File: src/rtl/decoder_pkg.sv
// Shared constants for the sequencing instruction decoder: opcode classes,
// ALU codes, packed control vectors, memory-section Ctrl words and beat FSM states.
package decoder_pkg;

    localparam logic [2:0] OP_DP  = 3'b000;
    localparam logic [2:0] OP_MEM = 3'b001;
    localparam logic [2:0] OP_BR  = 3'b010;
    localparam logic [2:0] OP_KRD = 3'b100;
    localparam logic [2:0] OP_PRD = 3'b101;
    localparam logic [2:0] OP_PST = 3'b110;

    localparam logic [3:0] ALU_VSUM   = 4'b0000;
    localparam logic [3:0] ALU_DOT    = 4'b0001;
    localparam logic [3:0] ALU_SUB    = 4'b0010;
    localparam logic [3:0] ALU_ADD    = 4'b0011;
    localparam logic [3:0] ALU_CMP    = 4'b0100;
    localparam logic [3:0] ALU_SCALE  = 4'b0101;
    localparam logic [3:0] ALU_MUL    = 4'b0110;
    localparam logic [3:0] ALU_CONCAT = 4'b0111;

    // Control vector layout: {RegSrc[1:0], ImmSrc[1:0], ALUSrc, MemtoReg, RegWrite, MemWrite, Branch, ALUOp}
    localparam int CV_ALUOP    = 0;
    localparam int CV_BRANCH   = 1;
    localparam int CV_MEMWRITE = 2;
    localparam int CV_REGWRITE = 3;
    localparam int CV_MEMTOREG = 4;
    localparam int CV_ALUSRC   = 5;

    localparam logic [9:0] CV_DP_IMM = 10'b0000101001;
    localparam logic [9:0] CV_DP_REG = 10'b0000001001;
    localparam logic [9:0] CV_LDR    = 10'b0001111000;
    localparam logic [9:0] CV_STR    = 10'b1001110100;
    localparam logic [9:0] CV_BR     = 10'b0010100010;
    localparam logic [9:0] CV_KRD    = 10'b0000011001;
    localparam logic [9:0] CV_PRD    = 10'b1000100101;
    localparam logic [9:0] CV_PST    = 10'b0000011001;

    localparam logic [6:0] CTRL_KRD_F1 = 7'b1101010;
    localparam logic [6:0] CTRL_KRD_F0 = 7'b1100010;
    localparam logic [6:0] CTRL_PRD    = 7'b0100001;
    localparam logic [6:0] CTRL_PST    = 7'b1001110;

    typedef enum logic {
        IDLE = 1'b0,
        SEQ  = 1'b1
    } beat_state_t;

endpackage

File: src/rtl/decode_beat_fsm.sv
// Beat sequencer for multi-beat memory instructions: tracks the current beat,
// stalls fetch/decode until the final beat, and honours hold/flush.
module decode_beat_fsm
    import decoder_pkg::*;
#(
    parameter int BEAT_W = 4
) (
    input  logic              clk,
    input  logic              reset,
    input  logic              instr_valid,
    input  logic              hold,
    input  logic              flush,
    input  logic [BEAT_W-1:0] n_beats,
    output logic [BEAT_W-1:0] beat_idx,
    output logic              stall,
    output logic              last_beat
);

    beat_state_t       state_q, state_d;
    logic [BEAT_W-1:0] beat_q, beat_d;
    logic [BEAT_W-1:0] last_idx;
    logic              multi;

    always_comb begin
        last_idx = n_beats - BEAT_W'(1);
        multi    = n_beats > BEAT_W'(1);
        state_d  = state_q;
        beat_d   = beat_q;
        if (flush) begin
            state_d = IDLE;
            beat_d  = '0;
        end else if (!hold) begin
            case (state_q)
                IDLE: begin
                    if (instr_valid && multi) begin
                        state_d = SEQ;
                        beat_d  = BEAT_W'(1);
                    end
                end
                SEQ: begin
                    if (beat_q == last_idx) begin
                        state_d = IDLE;
                        beat_d  = '0;
                    end else begin
                        beat_d = beat_q + BEAT_W'(1);
                    end
                end
            endcase
        end
    end

    always_ff @(posedge clk or posedge reset) begin
        if (reset) begin
            state_q <= IDLE;
            beat_q  <= '0;
        end else begin
            state_q <= state_d;
            beat_q  <= beat_d;
        end
    end

    // Stall is combinational so it covers beat 0 of a fresh instruction; reset kills it at once.
    assign beat_idx  = beat_q;
    assign stall     = !reset && instr_valid && multi && (beat_q != last_idx) && !flush;
    assign last_beat = instr_valid && (beat_q == last_idx);

endmodule

File: src/rtl/decoder_seq.sv
// Decode-stage instruction decoder: combinational control tables plus expansion
// of kernel/pixel memory instructions into multi-beat sequences.
module decoder_seq
    import decoder_pkg::*;
#(
    parameter int KERNEL_BEATS = 9,
    parameter int PIXEL_BEATS  = 4,
    parameter int BEAT_W       = $clog2(((KERNEL_BEATS > PIXEL_BEATS) ? KERNEL_BEATS : PIXEL_BEATS) + 1)
) (
    input  logic              clk,
    input  logic              reset,
    input  logic              InstrValidD,
    input  logic              HoldD,
    input  logic              FlushD,
    input  logic [2:0]        Op,
    input  logic [5:0]        Funct,
    input  logic [4:0]        Rd,
    output logic [1:0]        FlagWriteD,
    output logic              PCSrcD,
    output logic              RegWriteD,
    output logic              MemWriteD,
    output logic              MemtoRegD,
    output logic              ALUSrcD,
    output logic              BranchD,
    output logic [1:0]        ImmSrcD,
    output logic [1:0]        RegSrc,
    output logic [3:0]        ALUControlD,
    output logic [6:0]        Ctrl,
    output logic [BEAT_W-1:0] BeatIdx,
    output logic              LastBeatD,
    output logic              StallD,
    output logic              IllegalD
);

    logic [9:0]        cv;
    logic [6:0]        ctrl_raw;
    logic [3:0]        alu_raw;
    logic [1:0]        flag_raw;
    logic              illegal;
    logic [BEAT_W-1:0] n_beats;

    always_comb begin
        cv       = '0;
        ctrl_raw = '0;
        alu_raw  = ALU_ADD;
        flag_raw = '0;
        illegal  = 1'b0;
        n_beats  = BEAT_W'(1);
        case (Op)
            OP_DP:  cv = Funct[5] ? CV_DP_IMM : CV_DP_REG;
            OP_MEM: cv = Funct[0] ? CV_LDR : CV_STR;
            OP_BR:  cv = CV_BR;
            OP_KRD: begin
                cv       = CV_KRD;
                ctrl_raw = Funct[0] ? CTRL_KRD_F1 : CTRL_KRD_F0;
                n_beats  = BEAT_W'(KERNEL_BEATS);
            end
            OP_PRD: begin
                cv       = CV_PRD;
                ctrl_raw = CTRL_PRD;
                n_beats  = BEAT_W'(PIXEL_BEATS);
            end
            OP_PST: begin
                cv       = CV_PST;
                ctrl_raw = CTRL_PST;
                n_beats  = BEAT_W'(PIXEL_BEATS);
            end
            default: illegal = 1'b1;
        endcase

        if (cv[CV_ALUOP]) begin
            case (Funct[4:1])
                4'b0000: alu_raw = ALU_VSUM;
                4'b0001: alu_raw = ALU_MUL;
                4'b0010: alu_raw = ALU_SUB;
                4'b0011: alu_raw = ALU_CONCAT;
                4'b0100: alu_raw = ALU_ADD;
                4'b1100: alu_raw = ALU_SCALE;
                4'b1101: alu_raw = ALU_DOT;
                4'b1111: alu_raw = ALU_CMP;
                default: illegal = 1'b1;
            endcase
            flag_raw = {Funct[0], Funct[0] & ((alu_raw == ALU_ADD) || (alu_raw == ALU_SUB))};
        end

        // An illegal instruction is nullified entirely and never starts a sequence.
        if (illegal) begin
            cv       = '0;
            ctrl_raw = '0;
            alu_raw  = '0;
            flag_raw = '0;
            n_beats  = BEAT_W'(1);
        end
    end

    always_comb begin
        FlagWriteD  = '0;
        RegWriteD   = 1'b0;
        MemWriteD   = 1'b0;
        MemtoRegD   = 1'b0;
        ALUSrcD     = 1'b0;
        BranchD     = 1'b0;
        ImmSrcD     = '0;
        RegSrc      = '0;
        ALUControlD = '0;
        Ctrl        = '0;
        IllegalD    = 1'b0;
        PCSrcD      = 1'b0;
        if (InstrValidD) begin
            MemtoRegD   = cv[CV_MEMTOREG];
            ALUSrcD     = cv[CV_ALUSRC];
            ImmSrcD     = cv[7:6];
            RegSrc      = cv[9:8];
            ALUControlD = alu_raw;
            IllegalD    = illegal;
            // A flushed instruction may still decode but must not change architectural state.
            if (!FlushD) begin
                FlagWriteD = flag_raw;
                RegWriteD  = cv[CV_REGWRITE];
                MemWriteD  = cv[CV_MEMWRITE];
                BranchD    = cv[CV_BRANCH];
                Ctrl       = ctrl_raw;
            end
            PCSrcD = ((Rd == 5'd15) && RegWriteD) || BranchD;
        end
    end

    decode_beat_fsm #(
        .BEAT_W(BEAT_W)
    ) u_beat_fsm (
        .clk        (clk),
        .reset      (reset),
        .instr_valid(InstrValidD),
        .hold       (HoldD),
        .flush      (FlushD),
        .n_beats    (n_beats),
        .beat_idx   (BeatIdx),
        .stall      (StallD),
        .last_beat  (LastBeatD)
    );

endmodule

File: config.mk
export PLATFORM = sky130hd
export DESIGN_NAME = decoder_seq
export DESIGN_NICKNAME = d
export VERILOG_FILES = /design/src/rtl/decoder_pkg.sv /design/src/rtl/decode_beat_fsm.sv /design/src/rtl/decoder_seq.sv
export SDC_FILE = /design/constraint.sdc
export NUM_CORES = 1
export LEC_CHECK = 0
export ABC_CLOCK_PERIOD_IN_PS = 3200
export BUFFER_PORTS_ARGS = -buffer_cell sky130_fd_sc_hd__buf_2
export CAP_MARGIN = 30
export CORE_MARGIN = 3
export CORE_UTILIZATION = 45
export CTS_BUF_LIST = sky130_fd_sc_hd__clkbuf_8
export CTS_CLUSTER_DIAMETER = 100
export DETAILED_ROUTE_END_ITERATION = 16
export PLACE_DENSITY = 0.87
export SYNTH_ARGS = -nofsm -noshare
export SYNTH_HDL_FRONTEND = slang
export SYNTH_SLANG_ARGS = --single-unit
File: constraint.sdc
create_clock -name clk -period 3.2 [get_ports clk]
set_input_delay 0.64 -clock clk [delete_from_list [all_inputs] [get_ports clk]]
set_output_delay 0.64 -clock clk [all_outputs]
set_load 0.05 [all_outputs]
* Word level (Yosys, flattened, before mapping)
Index checks and enable logic that the tools add are counted.
** Word-level totals
- Register bits after elaboration :: 5
- Input port bits :: 19
- Output and inout bits :: 30
- Logic and storage cells :: 91
** Operators by class
- Add/subtract/negate cells :: 2
- $lt $le $gt $ge :: 1
- Equality and inequality tests :: 19
- Muxes and demuxes :: 47
- Bitwise operators :: 2
- Reductions and logical operators :: 18
** Operators by type and width (count)
- $pmux 10 s5 :: 1
- $mux 4 :: 10
- $mux 7 :: 3
- $pmux 3 s7 :: 1
- $pmux 7 s3 :: 1
- $mux 10 :: 2
- $mux 1 :: 19
- $eq 4x2->1 const B :: 4
- $pmux 4 s2 :: 2
- $eq 4x4->1 const B :: 3
- $mux 2 :: 6
- $eq 3x3->1 const B :: 3
- $reduce_or 8->1 :: 1
- $logic_and 1x1->1 :: 7
- $mux 6 :: 1
- $reduce_or 6->1 :: 1
- $eq 5x4->1 const B :: 1
- $add 4x1->4 const B :: 1
- $eq 4x1->1 const B :: 1
- $eq 4x3->1 const B :: 1
- $eq 4x4->1 :: 1
- $gt 4x1->1 const B :: 1
- $logic_not 4->1 :: 1
- $ne 4x4->1 :: 1
- other kinds (13) :: 16

* Logic depth before layout (Yosys ltp)
- Word-level depth :: 12
- Mapped depth :: 10
- Depth with buffers taken out :: 9

* Cells and area by module
Synthesis repeated with hierarchy kept, for this count alone.
** Second synthesis, totals
- Cells, all modules :: 124
- Area, all modules :: 895.9 um2
** By module, submodules not included
- decoder_seq :: times used 1, cells an instance 77, area each 476.7 um2
- decode_beat_fsm :: times used 1, cells an instance 47, area each 419.2 um2

* Worst setup path after synthesis
No wires, ideal clock.
- Kind :: input to output
- Start point :: in Op[0]
- End point :: out PCSrcD
- Arrival time :: 3583 ps
- Path slack :: -1023 ps
- Stages on the path :: 5
- Path buffers :: 1
- Cells stage by stage :: buf_2 > nand2b_1 > nor3b_1 > nor2b_1 > o21bai_1
** Between the ends
- Longest elaborated chain between the ends :: 11
- Elaborated cells on any way between the ends :: 20
- Those cells by class :: eq/ne: 5; mux: 10; reduce/logical: 5
** Ends and longest elaborated chain
- from (decl) :: line decoder_seq.sv:15 : input logic [2:0] Op,
- $eq 3x3->1, or another cell as far along :: line decoder_seq.sv:49 : case (Op)
- $reduce_or 6->1 (no source line)
- $mux 1 :: line decoder_seq.sv:49
- $mux 1 :: line decoder_seq.sv:72 : case (Funct[4:1])
- $mux 1 :: line decoder_seq.sv:71 : if (cv[CV_ALUOP]) begin
- $mux 10 (*) :: line decoder_seq.sv:87 : if (illegal) begin
- $mux 1 :: line decoder_seq.sv:117 : if (!FlushD) begin
- $mux 1 :: line decoder_seq.sv:109 : if (InstrValidD) begin
- $logic_and 1x1->1 :: line decoder_seq.sv:124 : PCSrcD = ((Rd == 5'd15) && RegWriteD) || BranchD;
- $logic_or 1x1->1 (*) :: line decoder_seq.sv:124
- $mux 1 (*) :: line decoder_seq.sv:109
- to (decl) :: line decoder_seq.sv:19 : output logic PCSrcD,
Every way passes the cells marked *; elsewhere a longest branch is shown, timed or not. The select of a mux whose other input is x is not followed.

* Final worst setup path
- Start point :: in Funct[1]
- End point :: out LastBeatD
** Between the ends
- Longest elaborated chain between the ends :: 8
- Elaborated cells on any way between the ends :: 15
- Those cells by class :: add/sub: 1; eq/ne: 8; mux: 3; reduce/logical: 3
** Ends and longest elaborated chain
- from (decl) :: line decoder_seq.sv:16 : input logic [5:0] Funct,
- $eq 4x4->1, or another cell as far along :: line decoder_seq.sv:72
- $reduce_or 8->1 (no source line) (*)
- $mux 1 (*) :: line decoder_seq.sv:72
- $mux 1 (*) :: line decoder_seq.sv:71
- $mux 4 (*) :: line decoder_seq.sv:87
- $sub 4x1->4 (*) :: line decode_beat_fsm.sv:25 : last_idx = n_beats - BEAT_W'(1);
- $eq 4x4->1 (*) :: line decode_beat_fsm.sv:65 : assign last_beat = instr_valid && (beat_q == last_idx);
- $logic_and 1x1->1 (*) :: line decode_beat_fsm.sv:65
- to (decl) :: line decoder_seq.sv:30 : output logic LastBeatD,
Every way passes the cells marked *; elsewhere a longest branch is shown, timed or not.

==> flow_metrics.tcl <==
set metrics [dict create \
    outcome "finished, final reports clean" \
    clockBufferDepth 2 \
    grt_pass1_wl_um 3960 \
    power.density_mw_per_mm2 281.0 \
    die_w_um 49.36 \
    cts_sinks 5 \
    arrival_ps 2520 \
    rr_worst_depth 5 \
    grt_usage_pct 20.31 \
    r2r_slack_ps 1710 \
    ys_warn_count 0 \
    crit_type "in2out" \
    ctsHtreeMaxLevel 1 \
    ctsHoldBuffers 0 \
    p_leak_nw 0.6470 \
    switchingPower_mw 0.1450 \
    overflow 0 \
    drv_cap 0 \
    yosys.area.top_type "dfrtp_1" \
    start_util_pct 48.46 \
    cts_tree "built" \
    grt_max_degree 11 \
    fmax_ghz 0.3166 \
    fin_crit_sh_pct 98.71 \
    wl_per_cell_um 12.60 \
    reg2reg_from "u_beat_fsm.beat_idx[3]" \
    fp.coreArea_mm2 0.001745 \
    seq_power_share_pct 18.7 \
    dr_total_vias 1026 \
    insertion_delay_ps 220 \
    start_kind "primary input" \
    drc 0 \
    clk_pin_slew_worst_paths_ps 40 \
    p_clk_share_pct 31.9 \
    syn_inst 120 \
    grt_pass1_vias 935 \
    first_pass_iters 4 \
    swShare_pct 40.84 \
    num_rows 15 \
    final_cell_mix "buf_2 (42), nor2_1 (16), nand2_1 (16), buf_4 (11)" \
    hold_class "in2async" \
    synthArstFlopShare_pct 100.0 \
    antenna_found_initial 0 \
    synthDistinctLibCells 42 \
    drv_slew 0 \
    finish.utilization_pct 72.40 \
    io_buffers 45 \
    final_common_cell "buf_2" \
    final_layout_size_suffix_gt1_share_pct 43.86 \
    design.final.nets 193 \
    root_buffer "clkbuf_8" \
    avgSynthCellArea_um2 7.048 \
    skew_ps 5.751 \
    required_ps 2560 \
    synthesis.area_um2 845.8 \
    antenna_left 0 \
    final_area_mm2 0.001264 \
    worst_setup_path_end_kind "primary output" \
    r2r_end "u_beat_fsm.beat_idx[2]" \
    synth.top_cell.area_share_pct 14.79 \
    nFillCells 140 \
    boundaryPins 49 \
    via_per_inst 5.235 \
    p_int_mw 0.2101 \
    synth_area_leaders "dfrtp_1 (15%), nor2_1 (7.5%), nand2_1 (7.1%)" \
    synthToLayoutAreaGrowth_pct 49.41 \
    pwr-share-comb_pct 49.5 \
    setup_viol 0 \
    rsz0062_at_grt "yes" \
    cp_max_fo 3 \
    synth_edf_count 0 \
    hold_violations 0 \
    yosysSeqAreaShare_pct 14.79 \
    ir_drop_uv 329.3 \
    layout_min_cycle_time_ps 3159 \
    postPlaceCellArea_mm2 0.001161 \
    ys_ff_latch 5 \
    drtIter0Drc 31 \
    wirelength_um 2470 \
    dieArea_mm2 0.002436 \
    die_y_um 49.36 \
    antennaDiodeCount 0 \
    place_congestion 0.8395 \
    dp_hpwl_um 1955 \
    cts_buffers 3 \
    synthFlopType "dfrtp_1" \
]
## worst max-delay path: stages
cell and delay [ps]:
buf_8 100, or2_4 250, a311oi_4 270, nand2_4 120
inv_4 70, ha_4 110, xor2_1 180, xnor2_1 110
nor3_2 320, and2_4 210, buf_8 140
## routing by layer
metal,share of wire [%],track usage [%],wire length (µm)
met5,0,0,0
met4,0,1.422,0
met2,53,38.62,1306
met1,39,23.42,963
met3,8.1,4.893,200
## cell usage after synthesis, drive strengths merged (3+ instances only)
library cell  instances
nand2                17
nor2                 17
buf                   9
nor2b                 8
o21ai                 6
dfrtp                 5
nand3b                5
a21oi                 4
and2                  4
inv                   4
xnor2                 4
mux2i                 3
nand2b                3
o21a                  3
## power by group through the flow
stage | registers (mW) | logic [mW] | clock network (mW)
after global routing | 0.0663 | 0.188 | 0.124
after global placement | 0.0668 | 0.160 | 0
after detailed placement | 0.0669 | 0.164 | 0
after floorplan | 0.0689 | 0.120 | 0
after CTS | 0.0662 | 0.165 | 0.117
final | 0.0663 | 0.176 | 0.113
## timing repair
item                                    CTS  global route
setup buffers                             0             1
pin swaps                                 0             7
gates resized for setup                   2            12
endpoints found under the setup margin    2             2
## registers in the layout, summed over array words and instances (netlist names)
name,cells
u_beat_fsm.state_q,1
u_beat_fsm.beat_idx,4
## area by class of cell
class	count	area, µm²	share of cell area, %
clock buffer	3	41.29	3.267
clock inverter	1	3.754	0.2970
tap	25	31.28	2.475
timing repair buffer	56	334.1	26.44
multi-input combinational	102	710.7	56.24
inverter	4	17.52	1.386
sequential	5	125.1	9.901
## logic make-up (layout without fill, tap and decap cells)
family          count (synthesis)  count (layout)  synth area share, %
simple gates                   62              62                38.02
compound gates                 27              27                26.04
buf+inv                        15              64                9.023
xor+xnor                        5               5                5.177
flops                           5               5                14.79
mux                             3               3                3.550
fa+ha+maj                       2               2                2.958
other cells                     1               3               0.4434
## worst max path at each step
stage          startpoint   endpoint  slack [ps]
2_1_floorplan    Funct[4]     StallD        -120
3_3_place_gp     Funct[2]     StallD          -6
3_5_place_dp     Funct[2]     StallD         -50
4_1_cts          Funct[2]     StallD           8
5_1_grt          Funct[4]  LastBeatD         -80
6_report         Funct[1]  LastBeatD          40
## through the flow
step           total power, mW  instances  setup TNS (ps)  hold WS, ps  setup slack, ps
2_1_floorplan           0.1885        122          -252.8        418.5           -124.9
3_3_place_gp            0.2269        191          -6.144        562.0           -6.144
3_5_place_dp            0.2306        191          -54.71        562.5           -46.40
4_1_cts                 0.3484        195               0        338.4            8.037
5_1_grt                 0.3783        196          -107.6        351.1           -80.12
6_report                0.3551        196               0        345.3            41.28
Note: power is estimated with default switching activity, not from simulation.
